--- src/rtl/falcon_mq_pkg.sv ---
`default_nettype none
// ----------------------------------------------------------------------------
// falcon_mq_pkg : shared constants and types for mod-q arithmetic, q = 12289
// Rev 1.0
// ----------------------------------------------------------------------------
package falcon_mq_pkg;
    localparam int Q     = 12289;
    localparam int Q0I   = 12287;
    localparam int R_LOG = 16;

    typedef logic [13:0]        mq_t;
    typedef logic signed [31:0] prod_t;
endpackage
`default_nettype wire

--- src/rtl/mq_canon.sv ---
`default_nettype none
// ----------------------------------------------------------------------------
// mq_canon : one-step correction of t in (-q, 2q) into canonical [0, q)
// Rev 1.0
// ----------------------------------------------------------------------------
module mq_canon #(
    parameter int Q = falcon_mq_pkg::Q
) (
    input  logic signed [16:0] i_t,
    output logic [13:0]        o_r
);
    import falcon_mq_pkg::*;

    localparam logic signed [16:0] c_q = 17'(Q);

    logic signed [16:0] w_fix;

    always_comb begin
        w_fix = i_t;
        if (i_t < 0) begin
            w_fix = i_t + c_q;
        end else if (i_t >= c_q) begin
            w_fix = i_t - c_q;
        end
    end

    assign o_r = 14'(w_fix);
endmodule
`default_nettype wire

--- src/rtl/keygen_mq_montred.sv ---
`default_nettype none
// ----------------------------------------------------------------------------
// keygen_mq_montred : pipelined Montgomery reduction r = z * 2^-16 mod q
// Rev 1.0
// ----------------------------------------------------------------------------
module keygen_mq_montred #(
    parameter int Q   = falcon_mq_pkg::Q,
    parameter int Q0I = falcon_mq_pkg::Q0I
) (
    input  logic        clk,
    input  logic        reset,
    input  logic        in_valid,
    output logic        in_ready,
    input  logic [31:0] in_z,
    output logic        out_valid,
    input  logic        out_ready,
    output logic [13:0] out_r,
    input  logic        err_clr,
    output logic        range_err
);
    import falcon_mq_pkg::*;

    localparam prod_t c_lim = prod_t'(32'(Q) << R_LOG);

    logic               w_adv;
    prod_t              w_z;
    logic               w_rng;
    logic [15:0]        w_m;
    logic [31:0]        w_mq;
    logic signed [32:0] w_sum;
    logic signed [16:0] w_t;
    mq_t                w_r;

    logic               v1_q, v1_d, v2_q, v2_d, v3_q, v3_d;
    prod_t              z1_q, z1_d, z2_q, z2_d;
    logic [15:0]        m2_q, m2_d;
    logic signed [16:0] t3_q, t3_d;
    mq_t                out_r_q, out_r_d;
    logic               out_valid_q, out_valid_d;
    logic               range_err_q, range_err_d;

    assign w_adv = !out_valid_q || out_ready;
    assign w_z   = in_z;
    assign w_rng = (w_z >= c_lim) || (w_z <= -c_lim);

    // m makes z + m*q divisible by 2^16, so the shift below is exact.
    assign w_m   = 16'(32'(z1_q[15:0]) * 32'(Q0I));
    assign w_mq  = 32'(m2_q) * 32'(Q);
    assign w_sum = $signed({z2_q[31], z2_q}) + $signed({1'b0, w_mq});
    assign w_t   = 17'(w_sum >>> R_LOG);

    mq_canon #(.Q(Q)) u_canon (
        .i_t (t3_q),
        .o_r (w_r)
    );

    always_comb begin
        v1_d        = v1_q;
        z1_d        = z1_q;
        v2_d        = v2_q;
        z2_d        = z2_q;
        m2_d        = m2_q;
        v3_d        = v3_q;
        t3_d        = t3_q;
        out_valid_d = out_valid_q;
        out_r_d     = out_r_q;
        range_err_d = range_err_q;

        // Data registers load only for valid words; bubbles move just the v-bits.
        if (w_adv) begin
            v1_d = in_valid;
            if (in_valid) z1_d = w_z;
            v2_d = v1_q;
            if (v1_q) begin
                z2_d = z1_q;
                m2_d = w_m;
            end
            v3_d = v2_q;
            if (v2_q) t3_d = w_t;
            out_valid_d = v3_q;
            if (v3_q) out_r_d = w_r;
        end

        if (err_clr) range_err_d = 1'b0;
        if (in_valid && w_adv && w_rng) range_err_d = 1'b1;
    end

    always_ff @(posedge clk or posedge reset) begin
        if (reset) begin
            v1_q        <= 1'b0;
            z1_q        <= '0;
            v2_q        <= 1'b0;
            z2_q        <= '0;
            m2_q        <= '0;
            v3_q        <= 1'b0;
            t3_q        <= '0;
            out_valid_q <= 1'b0;
            out_r_q     <= '0;
            range_err_q <= 1'b0;
        end else begin
            v1_q        <= v1_d;
            z1_q        <= z1_d;
            v2_q        <= v2_d;
            z2_q        <= z2_d;
            m2_q        <= m2_d;
            v3_q        <= v3_d;
            t3_q        <= t3_d;
            out_valid_q <= out_valid_d;
            out_r_q     <= out_r_d;
            range_err_q <= range_err_d;
        end
    end

    assign in_ready  = w_adv;
    assign out_valid = out_valid_q;
    assign out_r     = out_r_q;
    assign range_err = range_err_q;
endmodule
`default_nettype wire

--- config.mk ---
export PLATFORM = sky130hd
export DESIGN_NAME = keygen_mq_montred
export DESIGN_NICKNAME = d
export VERILOG_FILES = /design/src/rtl/falcon_mq_pkg.sv /design/src/rtl/mq_canon.sv /design/src/rtl/keygen_mq_montred.sv
export SDC_FILE = /design/constraint.sdc
export NUM_CORES = 1
export LEC_CHECK = 0
export CORE_MARGIN = 5
export CORE_UTILIZATION = 35
export CTS_BUF_LIST = sky130_fd_sc_hd__clkbuf_16
export CTS_CLUSTER_SIZE = 14
export DETAILED_ROUTE_END_ITERATION = 8
export GPL_TIMING_DRIVEN = 0
export MAX_ROUTING_LAYER = met4
export PLACE_DENSITY_LB_ADDON = 0.1
export SYNTH_ARGS = -nofsm -noshare
export SYNTH_HDL_FRONTEND = slang
export SYNTH_SLANG_ARGS = --single-unit
--- constraint.sdc ---
create_clock -name clk -period 8.38 [get_ports clk]
set_input_delay 1.676 -clock clk [delete_from_list [all_inputs] [get_ports clk]]
set_output_delay 1.676 -clock clk [all_outputs]
set_load 0.1 [all_outputs]
==> results of run 1 <==
[registers in the layout (all words and copies together) (netlist names)]
register / count
z1_q: 32
v1_q: 1
v2_q: 1
t3_q: 17
z2_q: 32
m2_q: 15
range_err: 1
v3_q: 1
out_valid: 1
out_r: 14
[metal layers]
metal	routed length [µm]	vias to the layer above
met5	0	-
met4	289	0
met3	705	16
met2	11000	101
met1	12900	3631
li1	-	3791
[layout make-up]
cell class / instances / area (µm²)
repair buffers: 54 / 558
clock buffers: 17 / 425
multi-input cells: 800 / 7050
clock inverters: 14 / 194
inverters: 105 / 399
fillers: 2994 / 17400
flip-flops and latches: 115 / 2880
plain buffers: 23 / 95.1
well taps: 390 / 488
[Yosys cell counts, drive strengths merged (16+ instances only)]
cell	number	share of area, %
a21o	16	1.2
a21oi	41	2.0
clkbuf	16	0.59
dfrtp	115	28
fa	58	11
ha	160	19
inv	103	3.7
mux2	60	6.5
nand2	89	3.2
nand3	23	1.1
nor2	48	1.7
o21ai	64	3.2
xnor2	60	5.0
xor2	30	2.5
[cells in the final DEF (no fill, tap or decap), types with 4 or more instances in the layout]
master,Yosys,routed
ha_1,160,160
dfrtp_1,115,115
inv_1,103,102
nand2_1,89,89
mux2_2,60,60
xnor2_1,60,60
fa_1,58,58
o21ai_0,54,54
clkdlybuf4s50_1,0,53
nor2_1,48,48
a21oi_1,39,39
xor2_1,30,30
nand3_1,23,23
clkbuf_16,0,17
a21o_1,16,16
clkbuf_1,15,15
nand4_1,11,11
nor4_1,11,11
nor2b_1,10,10
o21a_1,10,10
nor3_1,10,10
o21ai_1,9,9
o21bai_1,7,7
a211oi_1,7,7
o31ai_1,7,7
buf_2,6,6
a31oi_1,6,6
nor3b_1,6,6
and3_1,6,6
mux2i_1,5,5
inv_6,0,5
a32oi_1,4,4
o211ai_1,4,4
clkinv_4,0,4
[critical path, cell delays in order, from the launching register on]
cell and delay (ns):
dfrtp_1 0.48, ha_1 0.42, nand2_1 0.13, mux2_2 0.33
a32oi_1 0.18, xnor2_1 0.16, ha_1 0.26, ha_1 0.29
ha_1 0.36, a21o_1 0.18, a31o_2 0.23, a211oi_1 0.26
xnor2_1 0.22, ha_1 0.36, a21o_1 0.19, a21o_1 0.17
a21o_1 0.23, o21a_1 0.18, o21ai_0 0.16, a21oi_1 0.11
o2111a_1 0.14, or3_1 0.36
[per-stage QoR]
stage          instance area [µm²]  hold WS, ns
2_1_floorplan                10400        0.456
3_3_place_gp                 11400        0.465
3_5_place_dp                 11500        0.471
4_1_cts                      12100        0.485
5_1_grt                      12100        0.502
6_report                     12100        0.476
[how the worst max path moves through the flow]
stage,end,startpoint,slack [ns]
2_1_floorplan,m2_q[15]$_DFFE_PP0P_,z1_q[5]$_DFFE_PP0P_,3.30
3_3_place_gp,m2_q[6]$_DFFE_PP0P_,reset,1.70
3_5_place_dp,t3_q[15]$_DFFE_PP0P_,m2_q[5]$_DFFE_PP0P_,2.87
4_1_cts,t3_q[15]$_DFFE_PP0P_,m2_q[5]$_DFFE_PP0P_,2.85
5_1_grt,t3_q[14]$_DFFE_PP0P_,m2_q[5]$_DFFE_PP0P_,2.52
6_report,t3_q[15]$_DFFE_PP0P_,m2_q[5]$_DFFE_PP0P_,2.86
[cells by family after synthesis]
group / Yosys count / synth area share, %
adder cells (fa/ha/maj): 218 / 30.4
buffers and inverters: 128 / 4.70
XOR/XNOR: 90 / 7.57
AND/OR/NAND/NOR: 236 / 10.9
AO/OA/AOI/OAI: 191 / 11.9
flip-flops: 115 / 27.6
multiplexers: 65 / 6.97
==> impl_metrics.py, run 1 <==
metrics = {
    "cts": {
        "cts.path.max_buffers": 2,
        "clkLatencyLatePin_ns": 0.42,
        "tritoncts": "yes",
        "cts_setup_buffers": 0,
        "root_buffer": "clkbuf_16",
        "cts.clk_slew.worst_paths_ns": 0.06,
        "ctsResizeCount": 0,
        "htreeDepth": 4,
        "cts_buffers": 17,
        "cts.sinks": 115,
        "hold_buffers": 0,
    },
    "timing": {
        "worstMarginPinSlew_ns": 0.972,
        "max_freq_mhz": 181,
        "layout_min_cycle_time_ns": 5.52,
        "max_slew_margin_pct": 35.0,
        "setup_viol": 0,
        "hold_violations": 0,
        "rsz0062_at_grt": "false",
        "slew_violations": 0,
        "period_share_pct": 65.9,
        "clock_skew_ns": 0.0119,
        "setup_slack_ns": 2.86,
        "finalSetupTns_ns": 0,
    },
    "route": {
        "drt_iter0_markers": 443,
        "totalWireLength_um": 24900,
        "drt_first_pass_iters": 4,
        "drc": 0,
        "drtAntennaViolNets": 0,
        "vias_per_cell": 4.97,
        "vias": 7539,
        "routedWlPerCell_um": 16.4,
    },
    "placed_design": {
        "place_ws_ns": 2.87,
        "numPlacedInstances": 1487,
        "place_congestion": 0.862,
        "io_buffers": 53,
        "dpl.hpwl_um": 20800,
    },
    "status": {
        "status": "completed",
    },
    "grt": {
        "met1_usage_pct": 23.1,
        "antenna_found_initial": 0,
        "grtUsageMet3_pct": 2.37,
        "grt_overflow_total": 0,
        "grt_first_pass_wirelength_um": 40700,
        "track_usage_pct": 16.0,
        "gr-usage-met2_pct": 23.6,
        "grt_max_degree": 65,
        "grt_pass1_vias": 7518,
        "grt-busiest-layer": "met2",
    },
    "hold_path": {
        "hold_depth": 2,
        "hold_path_class": "register to register",
        "hold_end": "out_r[2]$_DFFE_PP0P_",
        "holdCritStartpoint": "out_r[2]$_DFFE_PP0P_",
    },
    "yosys": {
        "ys_seq_elements": 115,
        "ys_seq_area_share_pct": 27.6,
        "syn_inst": 1043,
        "syn_area_um2": 10400,
        "synth-async-reset-ratio_pct": 100,
        "synth-edff-count": 0,
        "synth_ff_type": "dfrtp_1",
        "synth_cell_types": 62,
        "syn_area_per_cell_um2": 9.99,
        "yosysWarnings": 0,
        "syn-num-nets": 1298,
    },
    "worst_setup_path": {
        "reg2reg_to": "t3_q[15]$_DFFE_PP0P_",
        "r2r_slack_ns": 2.86,
        "required_ns": 8.68,
        "worst_r2r_path_depth": 21,
        "critical_path_class": "register to register",
        "crit_path_end_kind": "register",
        "worstPathMaxFanout": 6,
        "critical_path.startpoint_type": "register",
        "crit_arrival_ns": 5.82,
        "r2r-start": "m2_q[5]$_DFFE_PP0P_",
    },
    "flow_run": {
        "drv_cap": 0,
    },
    "die": {
        "num_io_pins": 54,
        "dieArea_um2": 33300,
        "die_y_um": 183,
        "fp-row-count": 63,
        "core_area_um2": 29500,
        "start_util_pct": 35.3,
        "die_w_um": 183,
    },
    "cells_and_area": {
        "synthToLayoutAreaGrowth_pct": 16.0,
        "utilization_pct": 41.0,
        "stdcell_count": 1518,
        "nets": 1371,
        "insertedDiodeCount": 0,
        "drive_above_1_share_pct": 10.3,
    },
}
Power of run 1 is not shown: default switching activity piles up to over one toggle a cycle in this logic, so the estimate is an artifact.
==> run 2, diff against run 1 <==
clock period = 4.6 ns   (was 8.38 ns; I/O delays follow)
==> impl_metrics.py, run 2 (synthesis results as in run 1) <==
metrics = {
    "grt": {
        "grt_overflow_total": 0,
        "track_usage_pct": 16.8,
        "grt_pass1_vias": 7967,
        "grt_max_degree": 61,
        "antenna_found_initial": 0,
        "grt_first_pass_wirelength_um": 43000,
    },
    "timing": {
        "setup_viol": 11,
        "setup_slack_ns": -0.396,
        "hold_violations": 0,
        "period_share_pct": 109,
        "max_slew_margin_pct": 34.8,
        "rsz0062_at_grt": "true",
        "slew_violations": 0,
        "layout_min_cycle_time_ns": 5.00,
        "clock_skew_ns": 0.0142,
        "max_freq_mhz": 200,
        "worstMarginPinSlew_ns": 0.975,
    },
    "worst_setup_path": {
        "crit_arrival_ns": 5.30,
        "required_ns": 4.90,
        "critical_path.startpoint_type": "register",
        "worst_r2r_path_depth": 17,
        "critical_path_class": "register to register",
        "crit_path_end_kind": "register",
        "worstPathMaxFanout": 3,
    },
    "flow_run": {
        "drv_cap": 0,
    },
    "die": {
        "fp-row-count": 63,
        "num_io_pins": 54,
        "dieArea_um2": 33300,
        "die_y_um": 183,
        "die_w_um": 183,
        "core_area_um2": 29500,
        "start_util_pct": 35.3,
    },
    "route": {
        "drc": 0,
        "routedWlPerCell_um": 16.8,
        "drtAntennaViolNets": 0,
        "vias": 7885,
        "vias_per_cell": 4.99,
        "totalWireLength_um": 26500,
        "drt_iter0_markers": 339,
        "drt_first_pass_iters": 4,
    },
    "hold_path": {
        "hold_depth": 2,
        "hold_path_class": "register to register",
    },
    "placed_design": {
        "place_ws_ns": -0.619,
        "io_buffers": 53,
        "place_congestion": 0.832,
        "dpl.hpwl_um": 20900,
    },
    "cells_and_area": {
        "synthToLayoutAreaGrowth_pct": 28.4,
        "fillers": 2838,
        "drive_above_1_share_pct": 27.0,
        "final_common_cell": "ha_1",
        "mostFrequentLayoutCells": "ha_1, dfrtp_1, nand2_1",
        "insertedDiodeCount": 0,
        "utilization_pct": 45.4,
        "nets": 1434,
        "largestRegisters": "z1_q x32, z2_q x32, t3_q x17",
    },
    "status": {
        "status": "complete, but fails checks",
        "violations": "negative setup slack",
    },
    "cts": {
        "clkLatencyLatePin_ns": 0.42,
        "cts_buffers": 17,
        "cts.path.max_buffers": 2,
        "htreeDepth": 4,
        "tritoncts": "yes",
        "cts.clk_slew.worst_paths_ns": 0.06,
        "cts.sinks": 115,
        "root_buffer": "clkbuf_16",
    },
}
run 2: changes by cell type in the layout (fill, tap and decap cells not counted), moves of 9 or more:
cell     delta
dfrtp_1    -22
fa_1       -10
o21ai_0     -9
a21oi_2     +9
inv_2      +21
inv_1      -22
ha_4       +27
fa_2       +10
dfrtp_2    +22
xnor2_2    +11
ha_1       -32
buf_4      +56
a21oi_1    -12
xnor2_1    -11
run 2: layout make-up:
type	count	area, µm²	area share [%]
Multi-Input combinational cell	800	7840	58.6
Sequential cell	115	2910	21.7
Timing Repair Buffer	117	1070	7.97
Tap cell	390	488	3.65
Clock buffer	17	425	3.18
Inverter	105	404	3.02
Clock inverter	14	155	1.16
Buffer	23	95.1	0.711
run 2: path summary, 6_finish.rpt:
kind / from / endpoint / slack [ns]
max: z1_q[8]$_DFFE_PP0P_ / m2_q[14]$_DFFE_PP0P_ / -0.40
min: out_r[4]$_DFFE_PP0P_ / out_r[4]$_DFFE_PP0P_ / 0.47
max reg2reg: z1_q[8]$_DFFE_PP0P_ / m2_q[14]$_DFFE_PP0P_ / -0.40
min reg2reg: out_r[4]$_DFFE_PP0P_ / out_r[4]$_DFFE_PP0P_ / 0.47
max in group asynchronous: reset / m2_q[9]$_DFFE_PP0P_ / 2.93
min in group asynchronous: reset / range_err$_DFFE_PP0P_ / 0.93
run 2: repair_timing:
action / CTS / global route
gates resized for setup: 96 / 56
pin swaps: 99 / 68
setup endpoints to repair: 15 / 18
hold buffers: 0 / 0
buffers inserted: 49 / 16
run 2: metal layers:
layer	wire [µm]	GRT usage, %	vias to the layer above
met1	13100	23.4	3855
met3	816	2.37	15
met2	12400	26.3	106
met4	226	3.51	0
met5	0	-	-
li1	-	-	3909
run 2: worst max-delay path, stage by stage (launching register included):
cell and delay, ns:
dfrtp_2 0.44, fa_2 0.62, inv_2 0.05, fa_2 0.56
inv_2 0.04, fa_1 0.47, inv_1 0.05, fa_1 0.53
fa_2 0.46, fa_1 0.41, inv_2 0.08, ha_4 0.20
a21o_1 0.17, a21o_1 0.21, a21o_1 0.16, a31o_2 0.22
mux2i_1 0.14, nand3_1 0.08
run 2: through the flow:
step	hold slack, ns	area, µm²	TNS (ns)	cells
after floorplan	0.456	10600	-0.753	1043
after detailed placement	0.471	11600	-5.46	1487
after CTS	0.484	13000	-2.59	1567
after global routing	0.495	13400	-5.11	1581
final	0.475	13400	-2.61	1581
after global placement	0.464	11600	-152.46	1486
Power of run 2 is left out for the same reason.
==> run 3, diff against run 2 <==
CORE_UTILIZATION = 56   (was 35)
GPL_TIMING_DRIVEN = unset   (was 0)
==> impl_metrics.py, run 3 (synthesis results as in run 1) <==
metrics = {
    "status": {
        "status": "complete, but fails checks",
        "violations": "negative setup slack",
    },
    "timing": {
        "period_share_pct": 109,
        "layout_min_cycle_time_ns": 4.99,
        "max_freq_mhz": 200,
        "slew_violations": 0,
        "rsz0062_at_grt": "true",
        "hold_violations": 0,
        "setup_viol": 12,
        "clock_skew_ns": 0.0100,
        "worstMarginPinSlew_ns": 0.986,
        "setup_slack_ns": -0.393,
        "max_slew_margin_pct": 34.0,
    },
    "cells_and_area": {
        "synthToLayoutAreaGrowth_pct": 33.0,
        "fillers": 1238,
        "multi_input_area_um2": 7670,
        "mostFrequentLayoutCells": "buf_4, ha_1, dfrtp_1",
        "insertedDiodeCount": 0,
        "design_area_um2": 13900,
        "stdcell_count": 1528,
        "seq_area_um2": 2890,
        "nets": 1541,
        "drive_above_1_share_pct": 31.9,
        "final_common_cell": "buf_4",
        "largestRegisters": "z1_q x32, z2_q x32, t3_q x17",
    },
    "route": {
        "drt_first_pass_iters": 5,
        "drc": 0,
        "vias": 8437,
        "routedWlPerCell_um": 16.7,
        "totalWireLength_um": 25600,
        "drt_iter0_markers": 414,
        "vias_per_cell": 5.52,
        "drtAntennaViolNets": 0,
    },
    "worst_setup_path": {
        "worstPathMaxFanout": 4,
        "path_cells": "buf_4 > fa_1 > inv_1 > fa_1 > inv_1 > fa_1 > fa_1 > fa_1 > inv_1 > fa_1 > inv_1 > ha_4 > and3_4 > and3_1 > a211oi_2 > xnor2_1 > o21ai_1",
        "required_ns": 4.89,
        "path_buf_inv": 5,
        "critical_path_class": "register to register",
        "crit_path_end_kind": "register",
        "crit_family": "adder cells",
        "critical_path.startpoint_type": "register",
        "r2r-start": "z1_q[11]$_DFFE_PP0P_",
        "reg2reg_to": "m2_q[15]$_DFFE_PP0P_",
        "cp-endpoint": "m2_q[15]$_DFFE_PP0P_",
        "r2r_slack_ns": -0.39,
        "path_depth": 17,
        "cpMaxStageDelayCell": "fa_1",
        "crit_arrival_ns": 5.28,
        "cp_common_cell": "fa_1",
        "critPathMaxStageDelay_ns": 0.53,
        "worst_r2r_path_depth": 17,
        "cp-startpoint": "z1_q[11]$_DFFE_PP0P_",
    },
    "flow_run": {
        "drv_cap": 0,
    },
    "die": {
        "die_y_um": 146,
        "start_util_pct": 57.4,
        "fp-row-count": 49,
        "num_io_pins": 54,
        "die_w_um": 146,
        "dieArea_um2": 21400,
        "core_area_um2": 18100,
    },
    "placed_design": {
        "placed_area_um2": 12600,
        "dpl.hpwl_um": 19800,
        "place_congestion": 0.895,
        "io_buffers": 53,
        "numPlacedInstances": 1469,
        "place_ws_ns": -0.468,
    },
    "cts": {
        "root_buffer": "clkbuf_16",
        "htreeDepth": 4,
        "tritoncts": "yes",
        "cts_buffers": 17,
        "cts.clk_slew.worst_paths_ns": 0.06,
        "cts.path.max_buffers": 2,
        "clkLatencyLatePin_ns": 0.42,
        "hold_buffers": 0,
        "cts.sinks": 115,
    },
    "grt": {
        "grt-busiest-layer": "met2",
        "grt_max_degree": 74,
        "met1_usage_pct": 35.3,
        "antenna_found_initial": 0,
        "grtUsageMet3_pct": 4.28,
        "grt_overflow_total": 0,
        "gr-usage-met2_pct": 38.6,
        "grt_pass1_vias": 8358,
        "track_usage_pct": 25.1,
        "grt_first_pass_wirelength_um": 41900,
    },
    "hold_path": {
        "hold_path_class": "register to register",
    },
}
run 3: tightest hold or removal path: stages, from the launching register on:
cell     delay [ns]
dfrtp_1        0.34
nand2_1        0.05
o21ai_0        0.06
run 3: worst min-delay path by stage:
stage / start / end / slack, ns / cells past startpoint
floorplan: z2_q[10]$_DFFE_PP0P_ / z2_q[10]$_DFFE_PP0P_ / 0.46 / 2
global placement: out_r[4]$_DFFE_PP0P_ / out_r[4]$_DFFE_PP0P_ / 0.46 / 2
detailed placement: out_r[2]$_DFFE_PP0P_ / out_r[2]$_DFFE_PP0P_ / 0.47 / 2
CTS: out_r[2]$_DFFE_PP0P_ / out_r[2]$_DFFE_PP0P_ / 0.48 / 2
global route: v3_q$_DFFE_PP0N_ / out_valid$_DFFE_PP0N_ / 0.50 / 1
finish: out_r[0]$_DFFE_PP0P_ / out_r[0]$_DFFE_PP0P_ / 0.48 / 2
run 3: per-layer routing:
metal	wire length, µm	up-vias
met1	12200	4103
met4	320	0
met2	11900	189
met3	1110	19
li1	-	4126
met5	0	-
run 3: through the flow:
| stage | hold WS [ns] | utilization (%) | setup TNS, ns |
|---|---|---|---|
| after floorplan | 0.456 | - | -0.753 |
| after global placement | 0.461 | 69.2 | -3.46 |
| after detailed placement | 0.470 | 69.2 | -4.47 |
| after CTS | 0.483 | 75.5 | -2.54 |
| after global routing | 0.504 | 76.3 | -5.12 |
| final | 0.475 | 76.3 | -2.99 |
run 3: cell type report:
type,instances,area share (%)
multi-input cells,800,55.3
flip-flops and latches,115,20.9
repair buffers,247,14.6
clock buffers,17,3.07
inverters,105,2.88
well taps,229,2.07
clock inverters,15,1.19
run 3: timing repair:
action	4_1_cts	5_1_grt
pin swaps	71	22
buffers inserted	24	4
setup endpoints to repair	14	17
resized for setup	81	28
Power of run 3 is left out for the same reason.
